**config.mk**
```make
export PLATFORM = sky130hd
export DESIGN_NAME = scoreboard_multi
export DESIGN_NICKNAME = d
export VERILOG_FILES = /design/src/rtl/scoreboard_multi.sv
export SDC_FILE = /design/constraint.sdc
export NUM_CORES = 1
export LEC_CHECK = 0
export ABC_AREA = 1
export CAP_MARGIN = 20
export CORE_MARGIN = 4
export CORE_UTILIZATION = 45
export CTS_CLUSTER_SIZE = 30
export DETAILED_ROUTE_END_ITERATION = 16
export PLACE_DENSITY = 0.67
export SLEW_MARGIN = 20
export SYNTH_ARGS = -nofsm -noshare
export SYNTH_HDL_FRONTEND = slang
export SYNTH_SLANG_ARGS = --single-unit
export TNS_END_PERCENT = 1
```
**constraint.sdc**
```tcl
create_clock -name clk_1khz_i -period 8.61 [get_ports clk_1khz_i]
set_input_delay 2.1525 -clock clk_1khz_i [delete_from_list [all_inputs] [get_ports clk_1khz_i]]
set_output_delay 2.1525 -clock clk_1khz_i [all_outputs]
set_load 0.005 [all_outputs]
```
**src/rtl/scoreboard_multi.sv**
```systemverilog
// Multi-player pushbutton scoreboard: per-channel debounce and press FSM, score
// registers with saturate/wrap limits, win latch, and a rotating two-digit display.
module scoreboard_multi #(
  parameter int N_PLAYERS     = 2,
  parameter int MAX_SCORE     = 99,
  parameter int SAT_MODE      = 1,
  parameter int WIN_SCORE     = 21,
  parameter int DEBOUNCE_MS   = 20,
  parameter int LONG_PRESS_MS = 1000,
  parameter int DISP_MS       = 2000
) (
  input  logic                 clk_1khz_i,
  input  logic                 rst_i,
  input  logic [N_PLAYERS-1:0] pushbutton_i,
  input  logic                 clear_i,
  output logic [6:0]           seg_tens_o,
  output logic [6:0]           seg_ones_o,
  output logic [2:0]           player_o,
  output logic                 winner_valid_o,
  output logic [2:0]           winner_o
);

  localparam int SCORE_W = $clog2(MAX_SCORE + 1);
  localparam int DEB_W   = $clog2(DEBOUNCE_MS + 1);
  localparam int HOLD_W  = $clog2(LONG_PRESS_MS + 1);
  localparam int DISP_W  = $clog2(DISP_MS + 1);

  localparam logic [1:0] ST_DISARMED = 2'd0;
  localparam logic [1:0] ST_IDLE     = 2'd1;
  localparam logic [1:0] ST_PRESSED  = 2'd2;
  localparam logic [1:0] ST_LONG     = 2'd3;

  logic [N_PLAYERS-1:0] sync1_q, sync1_d;
  logic [N_PLAYERS-1:0] sync2_q, sync2_d;
  logic [N_PLAYERS-1:0] deb_q, deb_d;
  logic [DEB_W-1:0]     deb_cnt_q [N_PLAYERS];
  logic [DEB_W-1:0]     deb_cnt_d [N_PLAYERS];
  logic [1:0]           state_q [N_PLAYERS];
  logic [1:0]           state_d [N_PLAYERS];
  logic [HOLD_W-1:0]    hold_q [N_PLAYERS];
  logic [HOLD_W-1:0]    hold_d [N_PLAYERS];
  logic [SCORE_W-1:0]   score_q [N_PLAYERS];
  logic [SCORE_W-1:0]   score_d [N_PLAYERS];
  logic [N_PLAYERS-1:0] inc_ev, dec_ev;

  logic [2:0]        player_q, player_d;
  logic [DISP_W-1:0] rot_q, rot_d;
  logic              winner_valid_q, winner_valid_d;
  logic [2:0]        winner_q, winner_d;
  logic [6:0]        seg_tens_q, seg_tens_d;
  logic [6:0]        seg_ones_q, seg_ones_d;

  logic              win_hit, apply, any_ev;
  logic [2:0]        win_idx, ev_idx;
  logic [SCORE_W-1:0] disp_score;
  logic [6:0]        disp7;

  function automatic logic [6:0] seg7(input logic [3:0] d);
    case (d)
      4'd0:    seg7 = 7'h40;
      4'd1:    seg7 = 7'h79;
      4'd2:    seg7 = 7'h24;
      4'd3:    seg7 = 7'h30;
      4'd4:    seg7 = 7'h19;
      4'd5:    seg7 = 7'h12;
      4'd6:    seg7 = 7'h02;
      4'd7:    seg7 = 7'h78;
      4'd8:    seg7 = 7'h00;
      4'd9:    seg7 = 7'h10;
      default: seg7 = 7'h7F;
    endcase
  endfunction

  always_comb begin
    for (int i = 0; i < N_PLAYERS; i++) begin
      sync1_d[i]   = pushbutton_i[i];
      sync2_d[i]   = sync1_q[i];
      deb_d[i]     = deb_q[i];
      deb_cnt_d[i] = '0;
      if (sync2_q[i] != deb_q[i]) begin
        if (deb_cnt_q[i] == DEB_W'(DEBOUNCE_MS - 1))
          deb_d[i] = sync2_q[i];
        else
          deb_cnt_d[i] = deb_cnt_q[i] + 1'b1;
      end

      // IDLE is only entered with the debounced level low, so a high level there is a rise
      state_d[i] = state_q[i];
      hold_d[i]  = hold_q[i];
      inc_ev[i]  = 1'b0;
      dec_ev[i]  = 1'b0;
      case (state_q[i])
        ST_DISARMED: if (!deb_q[i]) state_d[i] = ST_IDLE;
        ST_IDLE: begin
          if (deb_q[i]) begin
            state_d[i] = ST_PRESSED;
            hold_d[i]  = '0;
          end
        end
        ST_PRESSED: begin
          if (!deb_q[i]) begin
            state_d[i] = ST_IDLE;
            inc_ev[i]  = 1'b1;
          end else if (hold_q[i] == HOLD_W'(LONG_PRESS_MS - 1)) begin
            state_d[i] = ST_LONG;
            dec_ev[i]  = 1'b1;
          end else begin
            hold_d[i] = hold_q[i] + 1'b1;
          end
        end
        ST_LONG: if (!deb_q[i]) state_d[i] = ST_IDLE;
        default: state_d[i] = ST_DISARMED;
      endcase
      if (clear_i) state_d[i] = ST_DISARMED;
    end
  end

  always_comb begin
    win_hit = 1'b0;
    win_idx = '0;
    any_ev  = 1'b0;
    ev_idx  = '0;
    for (int i = N_PLAYERS - 1; i >= 0; i--) begin
      if (WIN_SCORE != 0 && score_q[i] == SCORE_W'(WIN_SCORE)) begin
        win_hit = 1'b1;
        win_idx = 3'(i);
      end
    end
    // A score sitting at WIN_SCORE freezes the board even before the latch is visible
    apply = !clear_i && !winner_valid_q && !win_hit;
    for (int i = N_PLAYERS - 1; i >= 0; i--) begin
      if (apply && (inc_ev[i] || dec_ev[i])) begin
        any_ev = 1'b1;
        ev_idx = 3'(i);
      end
    end

    for (int i = 0; i < N_PLAYERS; i++) begin
      score_d[i] = score_q[i];
      if (clear_i) begin
        score_d[i] = '0;
      end else if (apply && inc_ev[i]) begin
        if (score_q[i] != SCORE_W'(MAX_SCORE))
          score_d[i] = score_q[i] + 1'b1;
        else if (SAT_MODE == 0)
          score_d[i] = '0;
      end else if (apply && dec_ev[i]) begin
        if (score_q[i] != '0)
          score_d[i] = score_q[i] - 1'b1;
        else if (SAT_MODE == 0)
          score_d[i] = SCORE_W'(MAX_SCORE);
      end
    end

    winner_valid_d = winner_valid_q;
    winner_d       = winner_q;
    if (clear_i) begin
      winner_valid_d = 1'b0;
      winner_d       = '0;
    end else if (!winner_valid_q && win_hit) begin
      winner_valid_d = 1'b1;
      winner_d       = win_idx;
    end

    player_d = player_q;
    rot_d    = rot_q + 1'b1;
    if (winner_valid_d) begin
      player_d = winner_d;
      rot_d    = '0;
    end else if (any_ev) begin
      player_d = ev_idx;
      rot_d    = '0;
    end else if (rot_q == DISP_W'(DISP_MS - 1)) begin
      rot_d    = '0;
      player_d = (player_q == 3'(N_PLAYERS - 1)) ? 3'd0 : player_q + 1'b1;
    end

    disp_score = '0;
    for (int i = 0; i < N_PLAYERS; i++) begin
      if (player_q == 3'(i)) disp_score = score_q[i];
    end
    disp7      = 7'(disp_score);
    seg_tens_d = seg7(4'(disp7 / 7'd10));
    seg_ones_d = seg7(4'(disp7 % 7'd10));
  end

  // Synchronisers and debounced levels reset high so a button held through reset stays disarmed
  always_ff @(posedge clk_1khz_i) begin
    if (rst_i) begin
      sync1_q        <= '1;
      sync2_q        <= '1;
      deb_q          <= '1;
      for (int i = 0; i < N_PLAYERS; i++) begin
        deb_cnt_q[i] <= '0;
        state_q[i]   <= ST_DISARMED;
        hold_q[i]    <= '0;
        score_q[i]   <= '0;
      end
      player_q       <= '0;
      rot_q          <= '0;
      winner_valid_q <= 1'b0;
      winner_q       <= '0;
      seg_tens_q     <= 7'h40;
      seg_ones_q     <= 7'h40;
    end else begin
      sync1_q        <= sync1_d;
      sync2_q        <= sync2_d;
      deb_q          <= deb_d;
      for (int i = 0; i < N_PLAYERS; i++) begin
        deb_cnt_q[i] <= deb_cnt_d[i];
        state_q[i]   <= state_d[i];
        hold_q[i]    <= hold_d[i];
        score_q[i]   <= score_d[i];
      end
      player_q       <= player_d;
      rot_q          <= rot_d;
      winner_valid_q <= winner_valid_d;
      winner_q       <= winner_d;
      seg_tens_q     <= seg_tens_d;
      seg_ones_q     <= seg_ones_d;
    end
  end

  assign seg_tens_o     = seg_tens_q;
  assign seg_ones_o     = seg_ones_q;
  assign player_o       = player_q;
  assign winner_valid_o = winner_valid_q;
  assign winner_o       = winner_q;

endmodule

```
## Word-level counts from Yosys, hierarchy flattened

Memories as Yosys holds them, arrays and structs flattened. A register that Yosys moved wholly into a read port is not among the register bits.
Index checks and enable logic that the tools add are counted.

- Register bits after elaboration: 24
- RAM bits: 48
- ROM bits: 224
- Input bits: 5
- Output and inout port bits: 21
- Word-level logic and storage cells: 150
- Memories: 6

Memories:

| memory | depth | bits a word | rd ports | clocked after Yosys merged registers in | wr ports | line | text |
|---|---|---|---|---|---|---|---|
| (name not given) | 16 | 7 | 1 | 1 | 0 | 59 | `case (d)` |
| (name not given) | 16 | 7 | 1 | 1 | 0 | 59 |  |
| hold_q | 2 | 10 | 2 | 0 | 2 | 40 | `logic [HOLD_W-1:0] hold_q [N_PLAYERS];` |
| score_q | 2 | 7 | 2 | 0 | 2 | 42 | `logic [SCORE_W-1:0] score_q [N_PLAYERS];` |
| deb_cnt_q | 2 | 5 | 2 | 0 | 2 | 36 | `logic [DEB_W-1:0] deb_cnt_q [N_PLAYERS];` |
| state_q | 2 | 2 | 2 | 0 | 2 | 38 | `logic [1:0] state_q [N_PLAYERS];` |

- Add/sub/neg operators: 10
- Divide/modulo/power cells: 2
- Equal/unequal tests: 18
- Multiplexer cells: 73
- Bitwise operators: 8
- Reductions and logical operators: 25

Operators by type and width:

| kind | number |
|---|---|
| two-way mux 7 bit | 14 |
| two-way mux 10 bit | 8 |
| one-hot mux 10 bit (2 select lines) | 2 |
| two-way mux 5 bit | 6 |
| two-way mux 2 bit | 12 |
| two-way mux 3 bit | 8 |
| two-way mux 1 bit | 21 |
| adder 10 x 1 -> 10 bit, second input constant | 2 |
| == test 10 bit, second input constant | 2 |
| adder 7 x 1 -> 7 bit, second input constant | 2 |
| == test 7 x 5 -> 1 bit, second input constant | 2 |
| inequality test 7 bit, second input constant | 2 |
| nonzero test 7 bit | 2 |
| subtractor 7 x 1 -> 7 bit, second input constant | 2 |
| one-hot mux 2 bit (3 select lines) | 2 |
| adder 11 x 1 -> 11 bit, second input constant | 1 |
| == test 11 bit, second input constant | 1 |
| adder 5 x 1 -> 5 bit, second input constant | 2 |
| == test 5 bit, second input constant | 2 |
| logical AND 1 bit | 9 |
| == test 2 bit, second input constant | 4 |
| bitwise OR 1 bit | 8 |
| divider 7 x 4 -> 7 bit, second input constant | 1 |
| remainder unit 7 x 4 -> 7 bit, second input constant | 1 |
| 12 further kinds | 20 |

## Logic depth before layout (Yosys ltp)

Gate-level depths: netlist of run 1.
An unclocked memory read counts as a cell.

- Depth in word-level cells: 11
- Gate-level depth with buffers: 34

## Worst setup path after synthesis of run 1

No wires, ideal clock.

- Kind: input port to flip-flop
- Start: input port clear_i
- End: memory score_q[0][12] in the netlist's numbering
- Library setup time: 123 ps
- Data arrival time: 4085 ps
- Required time: 8487 ps
- Setup slack: 4402 ps
- Cell stages on the path: 14
- Buffers on the path: 0
- Cell sequence: nor2_1 > inv_1 > nor3_1 > inv_1 > ha_1 > nand2_1 > nor2_1 > a211oi_1 > nor2_1 > o21ai_0 > nand2_1 > xor2_1 > o21ai_0 > a21oi_1

RTL lines:

| item | line | text |
|---|---|---|
| start: declaration | 15 | `input logic clear_i,` |
| end: declaration | 42 |  |

==> run summary, run 1 <==
Status -> complete, no violations
Max_cap viols -> 0
FP Rows -> 37
Mapped Nets -> 687
Worst endpoint required time -> 8.86 ns
Core footprint -> 10460 sq um
Antenna viol nets, final -> 0
Share of the synthesized area in the top cell type -> 35.16%
Top-count cell post-synth -> dfxtp_1
CTS tree -> yes
PostCTS Resize Cnt -> 0
Die Footprint -> 12620 sq um
Cell variety after synth -> 49
Crit Path Class -> input port to flip-flop
Clock transition at path regs -> 0.10 ns
Cell taking the most area after synthesis -> dfxtp_1
Hold_buf cts -> 0
Slew Limit Fails -> 0
Ys Warns -> 0
Crit path time final -> 4.768 ns
Syn Area/Cell -> 7.593 sq um
Setup_tns -> 0 ns
Synthesis-stage register bit count -> 86
ANT cells -> 0
Starting Density -> 46.81%
TritonCTS buffer count -> 9
Port bufs -> 25
Combinational group share of total power -> 1.9%
Worst EP arrival -> 5.02 ns
Synth Flop Type -> dfxtp_1
Peak supply drop -> 92.90 uV
DP HPWL -> 7529 microns
Via-to-Cell Ratio -> 5.091
H-tree levels -> 3
Pint -> 0.5720 mW
Final period util -> 55.38%
Clock Path Buffers -> 2
Wire per inst -> 12.03 microns
Clock group share of total power -> 43.6%
Global-route wire length before repair -> 17030 microns
DR DRC count -> 0
Antenna violations before repair -> 0
Seq/Total Area, Yosys -> 35.16%
Sw frac -> 22.31%
Slew margin rel. -> 58.55%
Routability cong. -> 0.8481
Post-Syn Instances -> 645
Vias in the first global route -> 3957
Worst slew pin tran -> 0.6211 ns
Die height -> 112.3 microns
Global route overflow -> 0
Worst-Skew Late Latency -> 0.36 ns
Startpoint types -> input port
LEAKAGE -> 2.361 nW
Final-report setup violation count -> 0
Initial drt markers -> 208
Main area contributors after synthesis -> dfxtp_1, ha_1, inv_1
EDFF count, synth -> 0
Share of post-route cells with drive strength above 1 -> 10.32%
Final Hold Violating Endpoints -> 0
Switching Power -> 0.1643 mW
DR vias -> 4144
# clock sinks -> 86
Layout Skew -> 0.01511 ns
GR Util All Layers -> 16.02%
Drt total wl -> 9789 microns
Cell Area, Synth -> 4897 sq um
Crit. End Element -> flip-flop
Nets -> 715
Unrepaired setup endpoints after global routing -> false
Post-synth top cells -> dfxtp_1, inv_1, nand2_1
Area grow syn2layout -> 12.34%
Sequential Power Share -> 54.5%
Hold WC Path Type -> flip-flop to flip-flop
Chip width -> 112.3 microns
Power Dens Cells -> 133.8 nW/um^2
Fmax -> 209.7 MHz
I/O Pins -> 26
CTS root buf -> clkbuf_8
DP Cell Count -> 798
Largest net degree at the start of global routing -> 20
1st-pass router iterations -> 4
CP max FO -> 7
Fin cells -> 814
Post-CTS Setup Inserts -> 0
Async S/R FF share, synth -> 0%
-- metrics by stage --
stage	hold WS [ns]	cell area [sq um]	worst slack (ns)	power [mW]	utilization (%)
4_1_cts	0.4256	5499	3.822	0.7448	52.56
5_1_grt	0.4482	5502	3.370	0.7634	52.58
2_1_floorplan	0.3895	4897	4.402	0.4196	-
3_5_place_dp	0.3966	5271	3.437	0.4249	50.38
3_3_place_gp	0.3961	5271	3.587	0.4247	50.38
6_report	0.4200	5502	3.842	0.7362	52.58
-- worst paths after layout --
check | from | endpoint | slack [ns] | depth (start not counted)
max | clear_i | score_q[0][12] | 3.84 | 15
min | sync1_q[1] | sync2_q[1] | 0.42 | 1
max reg2reg | player_o[2] | seg_ones_o[3] | 3.95 | 31
min reg2reg | sync1_q[1] | sync2_q[1] | 0.42 | 1
-- power groups by stage --
| stage | Sequential, mW | Combinational (mW) | Clock, mW |
|---|---|---|---|
| after floorplan | 0.410 | 0.00938 | 0 |
| after global placement | 0.410 | 0.0142 | 0 |
| after detailed placement | 0.411 | 0.0143 | 0 |
| after CTS | 0.401 | 0.0146 | 0.329 |
| after global routing | 0.402 | 0.0166 | 0.345 |
| final | 0.401 | 0.0144 | 0.321 |
-- routing by layer --
| layer | vias up | routed length, microns | track usage, % | part of all wire [%] |
|---|---|---|---|---|
| met5 | - | 0 | 0 | 0 |
| met4 | 0 | 141 | 6.731 | 1.4 |
| met3 | 13 | 255 | 2.911 | 2.6 |
| met2 | 39 | 4713 | 28.45 | 48 |
| met1 | 1904 | 4678 | 18.93 | 48 |
| li1 | 2188 | - | - | - |
-- critical path, cell delays in order --
cell and delay [ns]:
clkdlybuf4s50_1 0.47, nor2_1 0.16, inv_1 0.09, nor3_1 0.40
inv_1 0.27, ha_1 0.39, nand2_1 0.09, nor2_1 0.04
a211oi_1 0.32, nor2_1 0.07, o21ai_0 0.15, nand2_1 0.08
xor2_1 0.14, o21ai_0 0.15, a21oi_1 0.05
-- area by class of cell --
| cell class | count | area, sq um |
|---|---|---|
| tap | 136 | 170.2 |
| clock buffer | 9 | 123.9 |
| inverter | 94 | 355.3 |
| clock inverter | 7 | 103.9 |
| timing repair buffer | 26 | 257.7 |
| fill | 1007 | 4961 |
| multi-input combinational | 456 | 2769 |
| sequential | 86 | 1722 |
-- flip-flops by register name, summed over array words and instances, names as in the netlist --
signal	count
seg_ones_o	7
hold_q	20
seg_tens_o	7
deb_q	2
score_q	14
deb_cnt_q	10
sync2_q	2
sync1_q	2
winner_valid_o	1
player_o	3
rot_q	11
state_q	4
winner_o	3
-- cells in the final DEF, fill, tap and decap left out, types with 3 or more instances in the layout --
cell,instances
o21a_1,3
nor3_1,16
a211oi_1,4
clkdlybuf4s50_1,25
o211ai_1,6
xor2_1,14
nand3_2,4
o21ai_0,28
or2_2,7
xnor2_1,10
nand3_1,51
nand2_2,12
nor4_1,3
nor2_1,67
nand2_1,84
nand4_1,9
o21ai_1,4
a21oi_1,45
inv_2,7
nand2_4,6
clkbuf_8,9
dfxtp_1,86
inv_1,85
o21bai_1,5
o21ai_2,3
nor2_2,4
nor3b_1,10
ha_1,35
a21oi_2,4
-- kinds of logic after synthesis --
family | count (synthesis) | synth area share [%]
AND/OR/NAND/NOR | 280 | 28.16
AO/OA/AOI/OAI | 115 | 14.28
buffers and inverters | 103 | 8.355
flip-flops | 86 | 35.16
adder cells (fa/ha/maj) | 37 | 9.760
XOR/XNOR | 24 | 4.292
No activity file was read; power rests on OpenSTA's default activity.
==> run 2: changes to the inputs <==
--- a/config.mk
+++ b/config.mk
@@ -11,7 +11,7 @@
 export CORE_UTILIZATION = 45
 export CTS_CLUSTER_SIZE = 30
 export DETAILED_ROUTE_END_ITERATION = 16
-export PLACE_DENSITY = 0.67
+export PLACE_DENSITY = 0.69
 export SLEW_MARGIN = 20
 export SYNTH_ARGS = -nofsm -noshare
 export SYNTH_HDL_FRONTEND = slang
==> constraint.sdc (replaced) <==
create_clock -name clk_1khz_i -period 4.2 [get_ports clk_1khz_i]
set_input_delay 1.05 -clock clk_1khz_i [delete_from_list [all_inputs] [get_ports clk_1khz_i]]
set_output_delay 1.05 -clock clk_1khz_i [all_outputs]
set_load 0.005 [all_outputs]
==> run 2 against run 1 <==
Clock skew about the same. Sequential power increased by 100%. Critical path depth increased by 13. Worst setup slack got worse by 3.6 ns. Via count increased by 3.8%. Critical path type is now flip-flop to flip-flop. Critical endpoint is now seg_tens_o[0]. Largest power group unchanged.
==> run summary, run 2 (same netlist as run 1, synthesis figures left out) <==
Status -> complete, no violations
H-tree levels -> 3 (unchanged)
Port bufs -> 25 (unchanged)
CP max FO -> 6 (-1)
Initial drt markers -> 341 (+64%)
Routed wl met3 -> 263 microns (+3.1%)
Fmax -> 252.4 MHz
CP max stage delay -> 0.37 ns (-0.10 ns)
1st-pass router iterations -> 4 (unchanged)
FP Rows -> 37 (unchanged)
Global-route wire length before repair -> 17640 microns (+3.6%)
Final Hold Violating Endpoints -> 0 (unchanged)
Peak supply drop -> 184.9 uV (+99%)
Drt total wl -> 10410 microns (+6.4%)
DP HPWL -> 7743 microns (+2.8%)
Wire per inst -> 12.41 microns (+3.2%)
Max reg flops -> 20 (unchanged)
Nets -> 740 (+3.5%)
Routability cong. -> 0.8708 (+2.7%)
Via-to-Cell Ratio -> 5.128 (+0.72%)
Startpoint types -> flip-flop
Worst path slowest cell -> dfxtp_4
Worst endpoint required time -> 4.43 ns (-4.43 ns)
Share of post-route cells with drive strength above 1 -> 15.08% (+4.8 points)
Final period util -> 94.32%
WL met2 -> 5025 microns (+6.6%)
DR vias -> 4302 (+3.8%)
Crit Path Class -> flip-flop to flip-flop
Antenna violations before repair -> 0 (unchanged)
Fillers -> 966 (-4.1%)
Worst setup path startpoint -> player_o[2]
Crit path time final -> 3.961 ns
Slew margin rel. -> 60.30% (+1.8 points)
Hold_buf cts -> 0 (unchanged)
Fin cells -> 839 (+3.1%)
Hold Slack -> 0.4065 ns (-0.01357 ns)
# clock sinks -> 86 (unchanged)
Critical hold path startpoint -> sync1_q[1]
Worst-Skew Late Latency -> 0.36 ns (about the same)
Slew Limit Fails -> 0 (unchanged)
Final-report setup violation count -> 0 (unchanged)
Antenna viol nets, final -> 0 (unchanged)
Starting Density -> 46.81% (unchanged)
Worst slew pin tran -> 0.5915 ns (-0.02958 ns)
DR DRC count -> 0 (unchanged)
Die height -> 112.3 microns (unchanged)
LEAKAGE -> 2.483 nW (+5.2%)
Vias in the first global route -> 4011 (+1.4%)
Clock transition at path regs -> 0.10 ns (about the same)
CTS root buf -> clkbuf_8
Max_cap viols -> 0 (unchanged)
DP Cell Count -> 805 (+0.88%)
Power Dens Cells -> 254.6 nW/um^2 (+90%)
Most flops, register -> hold_q
I/O Pins -> 26 (unchanged)
Clock Path Buffers -> 2 (unchanged)
Largest net degree at the start of global routing -> 19 (-5.0%)
TritonCTS buffer count -> 9 (unchanged)
R2R Path Start -> player_o[2]
Post-Route M1 WL -> 4948 microns (+5.8%)
Layout Skew -> 0.01479 ns (-0.0003258 ns)
Area grow syn2layout -> 16.53%
Crit. End Element -> flip-flop
Chip width -> 112.3 microns (unchanged)
Global route overflow -> 0 (unchanged)
Max Used Layer -> met4
CTS tree -> yes
ANT cells -> 0 (unchanged)
Core footprint -> 10460 sq um (unchanged)
Die Footprint -> 12620 sq um (unchanged)
Worst EP arrival -> 4.20 ns (-0.82 ns)
Commonest cells after routing, fill and taps aside -> inv_1, nand2_1, dfxtp_1
Hold WC Path Type -> flip-flop to flip-flop
GR Util All Layers -> 16.61% (+0.59 points)
Setup_tns -> 0 ns (unchanged)
Largest regs -> hold_q: 20 flops, score_q: 14 flops, rot_q: 11 flops
[run 2: changes by cell type in the layout (fill, tap and decap cells not counted), moves of 2 or more]
cell     delta
buf_4      +23
dfxtp_1     -3
dfxtp_2     +2
ha_1        -2
ha_2        +2
inv_1       -2
inv_2       +2
nand3_1     -3
nand3_2     +3
nor2_2      -2
[run 2: per-layer routing]
| layer | vias up | global-route usage (%) |
|---|---|---|
| met1 | 1974 | 21.03 |
| met2 | 61 | 28.25 |
| li1 | 2249 | - |
| met5 | - | 0 |
| met3 | 18 | 3.774 |
| met4 | 0 | 4.968 |
[run 2: through the flow]
| stage | util (%) | setup WS, ns | instance area [sq um] | total power [mW] |
|---|---|---|---|---|
| 3_3_place_gp | 50.89 | 0.09678 | 5324 | 0.8713 |
| 2_1_floorplan | - | 0.2630 | 4897 | 0.8603 |
| 6_report | 54.54 | 0.2385 | 5707 | 1.453 |
| 5_1_grt | 54.54 | -0.01056 | 5707 | 1.508 |
| 3_5_place_dp | 50.89 | -0.1246 | 5324 | 0.8720 |
| 4_1_cts | 53.17 | 0.04251 | 5563 | 1.472 |
[run 2: cell type report]
| class | count | area (sq um) | share of cell area, % |
|---|---|---|---|
| inverters | 94 | 355.3 | 6.227 |
| clock buffers | 9 | 123.9 | 2.171 |
| multi-input cells | 456 | 2803 | 49.11 |
| clock inverters | 7 | 80.08 | 1.403 |
| well taps | 136 | 170.2 | 2.982 |
| repair buffers | 51 | 446.7 | 7.827 |
| flip-flops and latches | 86 | 1728 | 30.28 |
[run 2: path summary, 6_finish.rpt]
check                        to  slack, ns  depth (start not counted)
setup / recovery  seg_tens_o[0]       0.24                         28
hold / removal       sync2_q[1]       0.41                          1
setup reg to reg  seg_tens_o[0]       0.24                         28
hold reg to reg      sync2_q[1]       0.41                          1
[run 2: worst max-delay path: cells and delay by family, from the launching register on]
| kind | cells | cell delay [ns] |
|---|---|---|
| simple gates | 17 | 2.03 |
| fa+ha+maj | 4 | 0.75 |
| buf+inv | 4 | 0.42 |
| flops | 1 | 0.37 |
| compound gates | 3 | 0.26 |
[run 2: timing repair]
| item | 4_1_cts | 5_1_grt |
|---|---|---|
| pin swaps | 1 | 10 |
| gates cloned | 0 | 1 |
| buffers inserted | 3 | 14 |
| setup endpoints to repair | 5 | 12 |
| hold endpoints to repair | 0 | 0 |
| resized for setup | 5 | 12 |
[run 2: where the power goes]
group / leakage, nW / switching [mW] / internal (mW)
registers: 0.696 / 0.00324 / 0.819
logic: 1.68 / 0.0194 / 0.0106
clock network: 0.102 / 0.318 / 0.283
total: 2.48 / 0.340 / 1.11
